[config.mk]
export PLATFORM = sky130hd
export DESIGN_NAME = ram_loader
export DESIGN_NICKNAME = d
export VERILOG_FILES = /design/src/rtl/ram_loader.sv
export SDC_FILE = /design/constraint.sdc
export NUM_CORES = 1
export LEC_CHECK = 0
export CORE_AREA = 2 2 70 72
export DETAILED_ROUTE_END_ITERATION = 16
export DIE_AREA = 0 0 72 74
export DONT_BUFFER_PORTS = 1
export PLACE_DENSITY = 0.77
export SLEW_MARGIN = 30
export SYNTH_ARGS = -nofsm -noshare
export SYNTH_HDL_FRONTEND = slang
export SYNTH_SLANG_ARGS = --single-unit
[constraint.sdc]
create_clock -name MAIN_CLOCK -period 3.2 [get_ports MAIN_CLOCK]
set_clock_uncertainty 0.15 [all_clocks]
set_input_delay 0.32 -clock MAIN_CLOCK [delete_from_list [all_inputs] [get_ports MAIN_CLOCK]]
set_output_delay 0.32 -clock MAIN_CLOCK [all_outputs]
set_load 0.03 [all_outputs]
[src/rtl/ram_loader.sv]
// ram_loader: streams bytes from a valid/ready source into the processor's
// data RAM through its external write port at BASE_ADDR + n*STRIDE. Once
// NUM_WORDS bytes are loaded it pulses START_PROC and then waits for the
// processor to raise PROCESS_DONE.
// Optional feature macro: LOADER_CHECKSUM_EN adds a 16-bit modulo byte sum
// on CHECKSUM. Without the macro CHECKSUM is tied to zero.
module ram_loader #(
  parameter int          ADDR_W    = 16,
  parameter int          DATA_W    = 8,
  parameter int unsigned BASE_ADDR = 2,
  parameter int unsigned STRIDE    = 4,
  parameter int unsigned NUM_WORDS = 16384
) (
  input  logic              MAIN_CLOCK,
  input  logic              RESET,
  input  logic              LOAD_REQ,
  input  logic [DATA_W-1:0] IN_DATA,
  input  logic              IN_VALID,
  output logic              IN_READY,
  output logic [ADDR_W-1:0] ex_address,
  output logic [DATA_W-1:0] ex_datain,
  output logic              ex_wren,
  output logic              START_PROC,
  input  logic              PROCESS_DONE,
  output logic              LOADER_BUSY,
  output logic              RUN_DONE,
  output logic [ADDR_W-1:0] LOAD_COUNT,
  output logic              ADDR_WRAP,
  output logic [15:0]       CHECKSUM
);

  localparam logic [1:0] S_IDLE  = 2'd0;
  localparam logic [1:0] S_LOAD  = 2'd1;
  localparam logic [1:0] S_START = 2'd2;
  localparam logic [1:0] S_RUN   = 2'd3;

  localparam logic [ADDR_W-1:0] BASE_A   = ADDR_W'(BASE_ADDR);
  localparam logic [ADDR_W-1:0] STRIDE_A = ADDR_W'(STRIDE);
  localparam logic [ADDR_W-1:0] LAST_CNT = ADDR_W'(NUM_WORDS - 1);

  logic [1:0]        state;
  logic              load_req_d;
  logic              done_d;
  logic [ADDR_W-1:0] addr_p0;
  logic              vld_p0;
  logic              start_load;
  logic [ADDR_W:0]   step_p0;

  // Next write address with the overflow bit kept as the MSB.
  function automatic logic [ADDR_W:0] addr_step(input logic [ADDR_W-1:0] a);
    return {1'b0, a} + {1'b0, STRIDE_A};
  endfunction

  assign IN_READY    = (state == S_LOAD);
  assign START_PROC  = (state == S_START);
  assign LOADER_BUSY = (state != S_IDLE);
  assign vld_p0      = IN_VALID && IN_READY;
  assign start_load  = (state == S_IDLE) && LOAD_REQ && !load_req_d;
  assign step_p0     = addr_step(addr_p0);

  // Stage p0 -> p1: control FSM, edge detectors and the registered RAM write.
  always_ff @(posedge MAIN_CLOCK) begin
    if (RESET) begin
      state      <= S_IDLE;
      load_req_d <= 1'b0;
      done_d     <= 1'b0;
      addr_p0    <= '0;
      ex_address <= '0;
      ex_datain  <= '0;
      ex_wren    <= 1'b0;
      RUN_DONE   <= 1'b0;
      LOAD_COUNT <= '0;
      ADDR_WRAP  <= 1'b0;
    end else begin
      load_req_d <= LOAD_REQ;
      done_d     <= PROCESS_DONE;
      ex_wren    <= vld_p0;
      case (state)
        S_IDLE: begin
          if (start_load) begin
            state      <= S_LOAD;
            addr_p0    <= BASE_A;
            LOAD_COUNT <= '0;
            RUN_DONE   <= 1'b0;
            ADDR_WRAP  <= 1'b0;
          end
        end
        S_LOAD: begin
          if (vld_p0) begin
            ex_address <= addr_p0;
            ex_datain  <= IN_DATA;
            addr_p0    <= step_p0[ADDR_W-1:0];
            LOAD_COUNT <= LOAD_COUNT + ADDR_W'(1);
            if (step_p0[ADDR_W]) ADDR_WRAP <= 1'b1;
            if (LOAD_COUNT == LAST_CNT) state <= S_START;
          end
        end
        S_START: state <= S_RUN;
        default: begin
          // Only a fresh rising edge ends the run; a level left high from
          // the previous run is already captured in done_d.
          if (PROCESS_DONE && !done_d) begin
            state    <= S_IDLE;
            RUN_DONE <= 1'b1;
          end
        end
      endcase
    end
  end

`ifdef LOADER_CHECKSUM_EN
  // Stage p0 -> p1: running modulo-2^16 sum of accepted bytes.
  always_ff @(posedge MAIN_CLOCK) begin
    if (RESET) begin
      CHECKSUM <= '0;
    end else if (start_load) begin
      CHECKSUM <= '0;
    end else if (vld_p0) begin
      CHECKSUM <= CHECKSUM + 16'(IN_DATA);
    end
  end
`else
  assign CHECKSUM = '0;
`endif

endmodule

After elaboration in Yosys (flattened, before gate mapping)
Index checks and enable logic that the tools add are counted.
W data, S select, Z words.
- memories kept: 0
- ROM bits: 0
- word-level logic and storage cells: 54
- register bits after elaboration: 63
- bits in latches: 0
- bits in writable memories: 0
- bitwise gates (word level): 1
- mux-type cells: 17
- add/sub/neg operators: 2
- multiply operators: 0
- magnitude comparators: 0
- reductions and logical operators: 17
- divide/modulo/power cells: 0
- equality and inequality tests: 7
- shift-type cells: 0
- operators with widths (cell ; count):
    $mux W16 ; 4
    $pmux W16 S2 ; 2
    $add A16 B3 Y17 const B ; 1
    $add A16 B1 Y16 const B ; 1
    $eq A16 B14 Y1 const B ; 1
    $mux W2 ; 4
    $reduce_and A4 Y1 ; 2
    $ne A2 B1 Y1 const B ; 3
    $pmux W2 S3 ; 1
    $reduce_and A3 Y1 ; 2
    $reduce_bool A2 Y1 ; 3
    $logic_and A1 B1 Y1 ; 4
    $mux W1 ; 4
    $pmux W1 S2 ; 2
    $reduce_bool A4 Y1 ; 1
    $eq A2 B1 Y1 const B ; 1
    $eq A2 B2 Y1 const B ; 1
    $logic_not A1 Y1 ; 2
    $logic_not A2 Y1 ; 1
    $ne A2 B2 Y1 const B ; 1
    $reduce_and A2 Y1 ; 1
    $reduce_or A2 Y1 ; 1
    $not A1 Y1 ; 1

Depth between registers and ports, before layout
Gate-level depths: netlist of run 1.
- depth after elaboration: 5
- gate-level depth with buffers: 8
- depth with buffers taken out: 6

Least setup slack after synthesis of run 1
No wires, ideal clock.
- path kind: register to register
- start: register state[1]
- end: register addr_p0[11]
- stages on the path, launching flop included: 9
- data required time: 2.980 ns
- period minus slack after synthesis: 2.375 ns
- arrival: 2.155 ns
- path buffers: 2
- setup slack: 0.825 ns
- setup time: 0.070 ns
- cell sequence: dfxtp_1 inv_1 ha_1 buf_4 mux2i_1 a2111o_1 buf_2 or4_1 a21oi_1
- elaborated cells between the ends (all ways): 10
- classes of those cells: eq/ne: 3; mux: 1; reduce/logical: 6
- RTL lines (item ; RTL line ; source):
    start: declaration ; 41 ; logic [1:0] state;
    start signal: assignment ; 64 ; state <= S_IDLE;
    start signal: assignment ; 81 ; state <= S_LOAD;
    start signal: assignment ; 95 ; if (LOAD_COUNT == LAST_CNT) state <= S_START;
    $eq A2 B1 Y1 * ; 54 ; assign IN_READY = (state == S_LOAD);
    net IN_READY ; 19 ; output logic IN_READY,
    $logic_and A1 B1 Y1 ; 57 ; assign vld_p0 = IN_VALID && IN_READY;
    $ne A2 B1 Y1 (no source line) ; n/a ;
    $reduce_and A3 Y1 (no source line) ; n/a ;
    end signal: assignment ; 92 ; addr_p0 <= step_p0[ADDR_W-1:0];
    end: declaration ; 44 ; logic [ADDR_W-1:0] addr_p0;
The timed path passes the listed nets; every way through them passes the cells marked *.
A chain may end at the register's enable or synchronous reset.

Final worst setup path of run 1
- start: register state[0]
- end: register addr_p0[15]
- word-level cells in the longest chain between the ends: 5
- elaborated cells between the ends (all ways): 10
- classes of those cells: eq/ne: 3; mux: 1; reduce/logical: 6
- ends and longest elaborated chain (item ; RTL line ; source):
    $logic_not A2 Y1 ; 58, 78 ;
    $logic_and A1 B1 Y1 (2 in a row) ; 58 ; assign start_load = (state == S_IDLE) && LOAD_REQ && !load_req_d;
    $ne A2 B2 Y1 (no source line) ; n/a ;
    $reduce_and A3 Y1 (no source line) ; n/a ;
Several ways; a longest one is shown, not always the timed one.

==> flow_summary.yaml, run 1 <==
logic_synthesis:
  async_flop_share: 0
  syn_inst: 336
  yosysSeqAreaShare: 0.443
  yosys.area_share.simple: 0.218
  synth_edf_count: 0
  yosys.area_share.adder: 0.0318
  synth_warnings: 0
  syn_area_um2: 2750
  synthXorXnorAreaFrac: 0.0159
  synth_compound_area_frac: 0.182
  synth.mux.area_fraction: 0.0223
  ys_seq_elements: 61
  synth.distinct_cells: 38
  avgSynthCellArea_um2: 8.20
  synth_top_family_by_area: "simple AND/OR/NAND/NOR gates"
  synth_ff_type: "dfxtp_1"
min_path:
  hold_end: "state[1]"
  holdCritPathClass: "in2reg"
  min_from: "RESET"
  holdPathStages: 2
route:
  via_count: 2238
  first_pass_iters: 4
  viasPerCell: 5.60
  wire_per_inst_um: 14.3
  drc: 0
  initialDrtViolationCount: 144
  routed_wirelength_mm: 5.71
  ant_nets: 0
timing:
  holdWs_ns: 0.0227
  finalMaxSlewViolations: 0
  tns_ns: 0
  fmax_mhz: 395
  finalCritPeriodShare: 0.792
  setup_viol_count_final: 0
  slew_headroom: 0.481
  setup_ws_ns: 0.666
  tightest_slew_ns: 0.779
  min_period_ns: 2.53
  rsz0062_at_grt: "false"
  hold_violations: 0
grt:
  grt-ovfl-total: 0
  grt_max_degree: 34
  grt_antenna_before_repair: 0
  grt_pass1_vias: 2009
  grt_pass1_wl_mm: 9.14
  grt_usage: 0.221
setup_path:
  crit_type: "reg2reg"
  ff2ff_setup_slack_ns: 0.67
  r2r_start: "state[0]"
  critPathArrivalTime_ns: 2.65
  crit_path_max_fanout: 13
  r2r-end: "addr_p0[15]"
  worst-r2r-cell-count: 6
  cpMaxStageDelayCell: "a2111o_1"
  cpPeakStageDelay_ns: 0.57
  cp-start-kind: "flip-flop"
  required_ns: 3.31
  crit_path_end_kind: "flip-flop"
  crit_chain: "inv_1 > ha_1 > mux2i_1 > a2111o_1 > or4_1 > a21oi_1"
finish:
  diodes: 0
  final_layout_size_suffix_gt1_frac: 0.0578
  nets: 361
  syn_to_final_growth_pct: 9.36
  final_area_um2: 3010
floorplan:
  core_um2: 4600
  start_util: 0.599
  die_w_um: 72
  io_pins: 75
  fp.dieArea_um2: 5330
  rows: 25
  die_y_um: 74
cts:
  cts_resized: 0
  clk_pin_slew_ns: 0.07
  cts-root-buf: "clkbuf_8"
  hold_buffers: 11
  cts_made_buffers: 9
  cts_max_level: 3
  cts.path.max_buffers: 2
  cts_setup_buffers: 0
  clock-sinks: 61
  tritoncts: "yes"
  worstSkewPairLatency_ns: 0.33
pwr:
  peakVddDrop_mv: 0.278
  powerDensity_nw_per_um2: 648
  p_total_w: 0.00195
  p_leak_nw: 0.999
placement:
  pre_cts_ws_ns: 0.687
  port_buffers: 0
  dp_hpwl_mm: 3.77
  placed_area_um2: 2700
  place_congestion: 0.767
flow_run:
  maxCapViolCount: 0
outcome:
  outcome: "completed"
## worst max-delay path by stage
stage,start,endpoint,slack (ns),depth (start not counted)
floorplan,state[1],addr_p0[11],0.82,8
global placement,state[0],addr_p0[15],0.79,6
detailed placement,state[0],addr_p0[15],0.69,6
CTS,state[1],addr_p0[15],0.67,6
global route,state[0],addr_p0[10],0.51,6
finish,state[0],addr_p0[15],0.67,6
## stage by stage
step / utilization / std cells
floorplan: - / 352
global placement: 0.587 / 373
detailed placement: 0.587 / 373
CTS: 0.655 / 400
global route: 0.655 / 400
finish: 0.655 / 400
## kinds of logic after synthesis
kind of cell,Yosys count
multiplexers,6
flip-flops,61
other,1
AO/OA/AOI/OAI,87
buffers and inverters,44
adder cells (fa/ha/maj),7
XOR/XNOR,5
AND/OR/NAND/NOR,125
## cell type report
| cell class | count | area [µm²] |
|---|---|---|
| sequential | 61 | 1220 |
| multi-input combinational | 247 | 1360 |
| clock buffer | 12 | 145 |
| inverter | 8 | 30.0 |
| tap | 54 | 67.6 |
| fill | 406 | 1590 |
| timing repair buffer | 14 | 143 |
| clock inverter | 4 | 47.5 |
## report_power, final
| group | internal, W | switching [W] | total, W |
|---|---|---|---|
| Combinational | 0.000134 | 0.000284 | 0.000418 |
| Clock | 0.000379 | 0.000291 | 0.000670 |
| Sequential | 0.000797 | 0.0000676 | 0.000864 |
## critical path, delay by kind of cell (launching register included)
kind,cells,cell delay [ns]
adder cells (fa/ha/maj),1,0.41
AO/OA/AOI/OAI,2,0.72
AND/OR/NAND/NOR,1,0.50
flip-flops,1,0.35
buffers and inverters,1,0.10
multiplexers,1,0.23
## Yosys cell counts (2+ instances only)
cell      number  area (µm²)
nand2b_1       5        31.3
inv_1          7        26.3
dfxtp_1       61        1220
nand2_1       59         221
clkbuf_1      16        60.1
or3_1         16         100
a21oi_1       47         235
o21ai_0       21         105
and4_1         3        26.3
buf_4         18         135
o31ai_1        5        37.5
nand3_1        7        35.0
buf_2          2        10.0
ha_1           7        87.6
a2111o_1       3        33.8
nor2b_1        3        18.8
xnor2_1        5        43.8
nor3_1         3        15.0
mux2i_1        5        50.1
nor2_1        15        56.3
nand4_1        5        31.3
a22oi_1        2        15.0
or4_1          6        45.0
## registers in the layout (all words and copies together) (netlist names)
name        cells
RUN_DONE        1
load_req_d      1
state           2
LOAD_COUNT     16
ex_wren         1
addr_p0        15
ex_address     15
ex_datain       8
ADDR_WRAP       1
done_d          1
## placed cells by master (no fill, tap or decap), types with 3 or more instances in the layout
master,synthesis,layout
mux2i_1,5,5
a21oi_1,47,47
nand3_1,7,7
nor2b_1,3,3
or4_1,6,6
dlygate4sd3_1,0,10
or3_1,16,16
xnor2_1,5,5
clkbuf_8,0,10
inv_1,7,7
ha_1,7,7
o31ai_1,5,5
conb_1,1,17
nor3_1,3,3
o21ai_0,21,21
nand2b_1,5,5
nand2_1,59,59
a2111o_1,3,3
dfxtp_1,61,61
buf_4,18,3
nor2_1,15,15
and4_1,3,3
nand4_1,5,5
## metal layers
metal  wire length (µm)  track usage  share of wire
met5                  0            0              0
met4                 44        0.105         0.0077
met3                400       0.0908          0.070
met2               2740        0.343           0.48
met1               2530        0.268           0.44
Power figures use the tool's default switching activity.
==> run 2: changes to the inputs <==
==> constraint.sdc (replaced) <==
create_clock -name MAIN_CLOCK -period 2.5 [get_ports MAIN_CLOCK]
set_clock_uncertainty 0.15 [all_clocks]
set_input_delay 0.25 -clock MAIN_CLOCK [delete_from_list [all_inputs] [get_ports MAIN_CLOCK]]
set_output_delay 0.25 -clock MAIN_CLOCK [all_outputs]
set_load 0.03 [all_outputs]
==> flow_summary.yaml, run 2 (synthesis results as in run 1) <==
outcome:
  outcome: "completed"
cts:
  cts_made_buffers: 9
  cts.path.max_buffers: 2
  tritoncts: "yes"
  clock-sinks: 61
  cts_max_level: 3
  worstSkewPairLatency_ns: 0.34
  clk_pin_slew_ns: 0.07
  cts-root-buf: "clkbuf_8"
  cts_setup_buffers: 0
finish:
  top_register: "LOAD_COUNT"
  largestRegisters: "LOAD_COUNT (16), addr_p0 (15), ex_address (15)"
  layout_common_cells: "dfxtp_1, nand2_1, a21oi_1, o21ai_0, conb_1"
  layoutNonFillerInstCount: 409
  largest_reg_flops: 16
  nets: 370
  syn_to_final_growth_pct: 13.2
  final_layout_size_suffix_gt1_frac: 0.0901
  fillCellCount: 375
  diodes: 0
  final_common_cell: "dfxtp_1"
grt:
  grt_max_degree: 38
  grt_pass1_wl_mm: 9.45
  grt-ovfl-total: 0
  grt_usage: 0.230
  grt_pass1_vias: 2122
  grt_antenna_before_repair: 0
route:
  drc: 0
  viasPerCell: 5.73
  first_pass_iters: 4
  wire_per_inst_um: 14.3
  via_count: 2344
  routed_wirelength_mm: 5.83
  ant_nets: 0
  initialDrtViolationCount: 119
setup_path:
  crit_path_max_fanout: 11
  timing.critical_path.buf_inv: 1
  crit_path_end_kind: "flip-flop"
  cpPeakStageDelay_ns: 0.52
  cp-start-kind: "flip-flop"
  critPathTopFamily: "compound AO/OA/AOI/OAI gates"
  cpMaxStageDelayCell: "a2111o_1"
  required_ns: 2.62
  crit_chain: "inv_1 > ha_1 > mux2i_1 > a2111o_1 > or4_1 > a21oi_1"
  critPathArrivalTime_ns: 2.51
  crit_type: "reg2reg"
floorplan:
  io_pins: 75
  die_y_um: 74
  start_util: 0.599
  core_um2: 4600
  fp.dieArea_um2: 5330
  rows: 25
  die_w_um: 72
pwr:
  peakVddDrop_mv: 0.471
  p_leak_nw: 1.06
  powerDensity_nw_per_um2: 854
timing:
  fmax_mhz: 418
  slew_headroom: 0.555
  tns_ns: 0
  rsz0062_at_grt: "false"
  finalMaxSlewViolations: 0
  tightest_slew_ns: 0.650
  hold_violations: 0
  setup_viol_count_final: 0
  finalCritPeriodShare: 0.957
  holdWs_ns: 0.0327
  min_period_ns: 2.39
placement:
  place_congestion: 0.800
  dp_cells: 382
  port_buffers: 0
  dp_hpwl_mm: 3.88
min_path:
  holdCritPathClass: "in2reg"
flow_run:
  maxCapViolCount: 0
run 2: changes by cell type in the layout (fill, tap and decap cells not counted), sizes merged:
| cell | before | now |
|---|---|---|
| buf | 4 | 13 |
| bufinv | 1 | 2 |
| clkbuf | 12 | 10 |
| clkinv | 3 | 4 |
run 2: final timing paths:
path | from | to | slack, ns | cells past startpoint
worst min-delay path | RESET | done_d | 0.03 | 2
worst min register to register | addr_p0[1] | ex_address[1] | 0.33 | 2
worst max register to register | state[1] | addr_p0[15] | 0.11 | 6
worst max-delay path | state[1] | addr_p0[15] | 0.11 | 6
run 2: repair_timing:
action	CTS	global route
hold endpoints to repair	35	0
hold buffers	11	0
setup endpoints to repair	0	3
gates resized for setup	0	1
run 2: stage by stage:
step | total power [W] | cell area (µm²) | setup slack, ns | utilization
2_1_floorplan | 0.00157 | 2810 | 0.125 | -
3_3_place_gp | 0.00166 | 2770 | 0.210 | 0.602
3_5_place_dp | 0.00168 | 2770 | 0.0932 | 0.602
4_1_cts | 0.00268 | 3110 | 0.0719 | 0.676
5_1_grt | 0.00279 | 3120 | 0.0237 | 0.678
6_report | 0.00266 | 3120 | 0.108 | 0.678
run 2: report_power, final:
group / internal, W / total (W) / leakage (nW) / switching, W
clock network: 0.000586 / 0.000978 / 0.112 / 0.000392
logic: 0.000202 / 0.000585 / 0.456 / 0.000383
registers: 0.00102 / 0.00110 / 0.493 / 0.0000802
run 2: worst register-to-register path: stages (launching register included):
cell	delay (ns)
dfxtp_1	0.40
inv_1	0.11
ha_1	0.28
mux2i_1	0.21
a2111o_1	0.52
or4_1	0.51
a21oi_1	0.14
run 2: cell type report:
| class | instances | area [µm²] | share of cell area |
|---|---|---|---|
| Multi-Input combinational cell | 247 | 1360 | 0.438 |
| Sequential cell | 61 | 1220 | 0.392 |
| Timing Repair Buffer | 23 | 210 | 0.0674 |
| Clock buffer | 10 | 138 | 0.0442 |
| Clock inverter | 6 | 86.3 | 0.0277 |
| Tap cell | 54 | 67.6 | 0.0217 |
| Inverter | 8 | 30.0 | 0.00963 |
run 2: routing by layer:
layer / track usage / wire [µm] / vias up
li1: - / - / 1164
met4: 0.107 / 87 / 0
met3: 0.0718 / 349 / 10
met5: 0 / 0 / -
met2: 0.389 / 2820 / 66
met1: 0.269 / 2570 / 1104
==> run 3: changes to the inputs <==
--- a/config.mk
+++ b/config.mk
@@ -9,8 +9,9 @@
 export DETAILED_ROUTE_END_ITERATION = 16
 export DIE_AREA = 0 0 72 74
 export DONT_BUFFER_PORTS = 1
+export MAX_ROUTING_LAYER = met4
 export PLACE_DENSITY = 0.77
-export SLEW_MARGIN = 30
+export SLEW_MARGIN = 25
 export SYNTH_ARGS = -nofsm -noshare
 export SYNTH_HDL_FRONTEND = slang
 export SYNTH_SLANG_ARGS = --single-unit
==> flow_summary.yaml, run 3 (synthesis results as in run 1) <==
outcome:
  outcome: "completed"
cts:
  cts_max_level: 3
  clk_pin_slew_ns: 0.07
  worstSkewPairLatency_ns: 0.34
  cts_setup_buffers: 0
  clock-sinks: 61
  tritoncts: "yes"
  cts.path.max_buffers: 2
  cts-root-buf: "clkbuf_8"
  cts_made_buffers: 9
route:
  initialDrtViolationCount: 132
  drc: 0
  first_pass_iters: 4
  routed_wirelength_mm: 5.88
  wire_per_inst_um: 14.4
  viasPerCell: 5.71
  ant_nets: 0
  via_count: 2336
setup_path:
  crit_path_max_fanout: 11
  ff2ff_setup_slack_ns: 0.11
  required_ns: 2.62
  crit_path_end_kind: "flip-flop"
  r2r_start: "state[1]"
  cp-start-kind: "flip-flop"
  crit_start: "state[1]"
  crit_type: "reg2reg"
  critPathArrivalTime_ns: 2.51
min_path:
  holdCritPathClass: "in2reg"
  min_from: "RESET"
placement:
  place_congestion: 0.812
  dp_cells: 382
  port_buffers: 0
  pre_cts_ws_ns: 0.0932
  dp_hpwl_mm: 3.88
timing:
  tns_ns: 0
  finalMaxSlewViolations: 0
  fmax_mhz: 418
  rsz0062_at_grt: "false"
  setup_viol_count_final: 0
  holdWs_ns: 0.0332
  slew_headroom: 0.556
  hold_violations: 0
  setup_ws_ns: 0.109
  min_period_ns: 2.39
  tightest_slew_ns: 0.649
  finalCritPeriodShare: 0.956
grt:
  grt_antenna_before_repair: 0
  grt_max_degree: 38
  met3_usage: 0.0759
  grt_busiest_layer: "met2"
  grt.met1_usage: 0.269
  grt_usage: 0.238
  grt-ovfl-total: 0
  grt_pass1_vias: 2121
  grt_pass1_wl_mm: 9.45
  met2_usage: 0.389
floorplan:
  core_um2: 4600
  die_w_um: 72
  fp.dieArea_um2: 5330
  rows: 25
  io_pins: 75
  start_util: 0.599
  die_y_um: 74
pwr:
  powerDensity_nw_per_um2: 856
  p_leak_nw: 1.06
  peakVddDrop_mv: 0.471
  comb_power_share: 0.219
  p_seq_frac: 0.412
  clkPwrFrac: 0.368
  internal_power_w: 0.00181
  switching_share: 0.322
  netSwitchingPower_w: 0.000859
finish:
  largest_reg_flops: 16
  layout_common_cells: "dfxtp_1, nand2_1, a21oi_1, o21ai_0, conb_1"
  fillCellCount: 375
  diodes: 0
  final_layout_size_suffix_gt1_frac: 0.0901
  layoutNonFillerInstCount: 409
  nets: 370
  largestRegisters: "LOAD_COUNT (16), addr_p0 (15), ex_address (15)"
  top_register: "LOAD_COUNT"
  syn_to_final_growth_pct: 13.2
  final_common_cell: "dfxtp_1"
flow_run:
  maxCapViolCount: 0
[run 3: area by class of cell]
type	count	area (µm²)	share of cell area
timing repair buffer	23	210	0.0674
inverter	8	30.0	0.00963
clock inverter	6	86.3	0.0277
multi-input combinational	247	1360	0.438
clock buffer	10	138	0.0442
tap	54	67.6	0.0217
sequential	61	1220	0.392
[run 3: power groups by stage]
stage	registers [W]	clock network, W	logic (W)
finish	0.00110	0.000982	0.000585
CTS	0.00110	0.000997	0.000580
global placement	0.00112	0	0.000542
global route	0.00111	0.00104	0.000644
floorplan	0.00112	0	0.000451
detailed placement	0.00112	0	0.000553
[run 3: stage by stage]
step	area [µm²]	utilization	total power [W]
global route	3120	0.678	0.00279
detailed placement	2770	0.602	0.00168
floorplan	2810	-	0.00157
CTS	3110	0.676	0.00268
finish	3120	0.678	0.00267
global placement	2770	0.602	0.00166
[run 3: worst max-delay path: stages (launching register included)]
cell      delay [ns]
dfxtp_1         0.40
inv_1           0.11
ha_1            0.28
mux2i_1         0.21
a2111o_1        0.53
or4_1           0.51
a21oi_1         0.14
[run 3: layer usage]
layer | up-vias | share of wire
met5 | - | 0
met4 | 0 | 0.013
li1 | 1166 | -
met3 | 10 | 0.061
met2 | 67 | 0.49
met1 | 1093 | 0.44
[run 3: worst paths after layout]
check                        to  cells past startpoint
setup / recovery    addr_p0[15]                      6
hold / removal    ex_address[8]                      2
setup reg to reg    addr_p0[15]                      6
hold reg to reg   ex_address[1]                      2
[run 3: timing repair]
| action | CTS | global route |
|---|---|---|
| hold buffers | 11 | 0 |
| endpoints found under the hold margin | 35 | 0 |
| gates resized for setup | 0 | 1 |
| endpoints found under the setup margin | 0 | 3 |
==> RTL edit, RTL diff (config.mk and constraints of run 3) <==
Put one more register stage on the output `LOAD_COUNT`, cleared by the reset. The value now appears one clock later. The other outputs are not delayed to match.
--- a/src/rtl/ram_loader.sv
+++ b/src/rtl/ram_loader.sv
@@ -38,6 +38,8 @@
   localparam logic [ADDR_W-1:0] STRIDE_A = ADDR_W'(STRIDE);
   localparam logic [ADDR_W-1:0] LAST_CNT = ADDR_W'(NUM_WORDS - 1);
 
+  logic [ADDR_W-1:0] LOAD_COUNT_s0;
+
   logic [1:0]        state;
   logic              load_req_d;
   logic              done_d;
@@ -69,7 +71,7 @@
       ex_datain  <= '0;
       ex_wren    <= 1'b0;
       RUN_DONE   <= 1'b0;
-      LOAD_COUNT <= '0;
+      LOAD_COUNT_s0 <= '0;
       ADDR_WRAP  <= 1'b0;
     end else begin
       load_req_d <= LOAD_REQ;
@@ -80,7 +82,7 @@
           if (start_load) begin
             state      <= S_LOAD;
             addr_p0    <= BASE_A;
-            LOAD_COUNT <= '0;
+            LOAD_COUNT_s0 <= '0;
             RUN_DONE   <= 1'b0;
             ADDR_WRAP  <= 1'b0;
           end
@@ -90,9 +92,9 @@
             ex_address <= addr_p0;
             ex_datain  <= IN_DATA;
             addr_p0    <= step_p0[ADDR_W-1:0];
-            LOAD_COUNT <= LOAD_COUNT + ADDR_W'(1);
+            LOAD_COUNT_s0 <= LOAD_COUNT_s0 + ADDR_W'(1);
             if (step_p0[ADDR_W]) ADDR_WRAP <= 1'b1;
-            if (LOAD_COUNT == LAST_CNT) state <= S_START;
+            if (LOAD_COUNT_s0 == LAST_CNT) state <= S_START;
           end
         end
         S_START: state <= S_RUN;
@@ -123,5 +125,13 @@
   assign CHECKSUM = '0;
 `endif
 
+  always_ff @(posedge MAIN_CLOCK) begin
+    if (RESET) begin
+      LOAD_COUNT <= '0;
+    end else begin
+      LOAD_COUNT <= LOAD_COUNT_s0;
+    end
+  end
+
 endmodule
 
Formal check against the unedited RTL: not equivalent (a bounded check fails within 4 cycles, from zero or initial values and one cycle with RESET high).
==> RTL edit against run 3 <==
Hold slack improved by 0.020 ns; power rose by 7.2%; fmax decreased by 0.22%; sequential cell count up 16; final cell count is 6.8% higher; global-route usage grew 2.7 points; wire length is 7.9% higher; via count increased by 9.7%; synthesized area increased by 17%; worst setup slack worse by 0.0053 ns; design area up 13%; synthesized cell count rose by 10%; combinational power shrank 8.0%.
==> RTL edit: results (changes against run 3) <==
Synthesis
  – Synth area leaders: dfxtp_1 (48%), a21oi_1 (7.6%), nand2_1 (6.6%), buf_4 (3.9%), nor2b_1 (3.3%)
  – Yosys cell types: 37 (-2.6%)
  – Post-Synth Adder-Cell Area: 0.0271 (-0.00471)
  – Post-Synthesis Cells: 371 (+10%)
  – Post-synthesis xor/xnor area fraction: 0.00542 (-0.0105)
  – Mux contribution to synthesized area: 0.0128 (-0.00949)
  – Sequential area share after synthesis: 0.477 (+0.0333)

Cells and area
  – Proportion of layout cells with a drive suffix above 1: 0.0757 (-0.0144)
  – # fillers: 315 (-16%)
  – Final nets: 398 (+7.6%)
  – Largest registers: LOAD_COUNT x16, LOAD_COUNT_s0 x16

Setup path
  – RR Endpoint: LOAD_COUNT_s0[15]
  – Crit-path max FO: 14 (+3)
  – Largest stage delay, worst path: 0.58 ns (+0.05 ns)
  – CP top delay family: simple AND/OR/NAND/NOR gates
  – Worst Path Arrival: 2.53 ns (+0.02 ns)
  – Slowest CP cell: or4_1
  – Worst reg2reg path startpoint: state[0]

GRT
  – Global-route usage over all layers: 0.265 (+0.0269)
  – First-pass GRT wire length: 10700 um (+13%)

Power
  – Max VDD drop: 0.500 mV (+6.1%)

Placement
  – Final GP Congestion: 0.826 (+1.7%)
  – DP Cell Count: 410 (+7.3%)
  – Final HPWL from detailed placement: 3900 um (+0.49%)
  – DP Area: 0.00319 mm2 (+15%)

Drt
  – Total Wirelength: 6340 um (+7.9%)
  – Via count: 2563 (+9.7%)
  – DRT iter0 DRCs: 203 (+54%)

Outcome
  – Status: finished clean

Timing
  – Max transition margin: 0.592 (+0.0352)

Die
  – Initial core utilization: 0.703 (+0.104)

Worst hold path
  – Hold EP: addr_p0[2]
RTL edit: repair_timing:
action	CTS	global route
setup endpoints to repair	0	4
hold endpoints to repair	51	0
hold buffers	11	0
RTL edit: routing by layer:
layer,wire length (um),vias up,global-route usage
met2,3020,73,0.417
met5,0,-,-
met1,2850,1199,0.332
met4,114,0,0.0964
li1,-,1278,-
met3,366,13,0.0691
RTL edit: cell families (layout without fill, tap and decap cells):
family / Yosys count / count (layout)
adder cells (fa/ha/maj): 7 / 7
AO/OA/AOI/OAI: 88 / 88
AND/OR/NAND/NOR: 146 / 146
buffers and inverters: 46 / 42
flip-flops: 77 / 77
multiplexers: 4 / 4
XOR/XNOR: 2 / 2
other: 1 / 17
RTL edit: how the worst max path moves through the flow:
stage,start,endpoint,slack (ns),depth (start not counted)
finish,state[0],LOAD_COUNT_s0[15],0.10,6
global route,state[0],LOAD_COUNT_s0[13],-0.03,6
detailed placement,state[0],LOAD_COUNT_s0[15],0.20,6
CTS,state[0],LOAD_COUNT_s0[15],0.16,6
global placement,state[0],LOAD_COUNT_s0[15],0.32,6
floorplan,state[1],LOAD_COUNT_s0[14],0.28,8
RTL edit: layout make-up:
type / instances / area [um2] / area share
flip-flops and latches: 77 / 1540 / 0.439
multi-input cells: 264 / 1490 / 0.425
repair buffers: 19 / 180 / 0.0514
clock buffers: 13 / 159 / 0.0453
well taps: 54 / 67.6 / 0.0193
clock inverters: 3 / 43.8 / 0.0125
inverters: 7 / 26.3 / 0.00749
RTL edit: power groups by stage:
stage / clock, uW / combinational (uW) / sequential, uW
after detailed placement: 0 / 495 / 1390
after global placement: 0 / 483 / 1390
after floorplan: 0 / 454 / 1380
final: 958 / 538 / 1360
after global routing: 1020 / 588 / 1370
after CTS: 965 / 526 / 1360
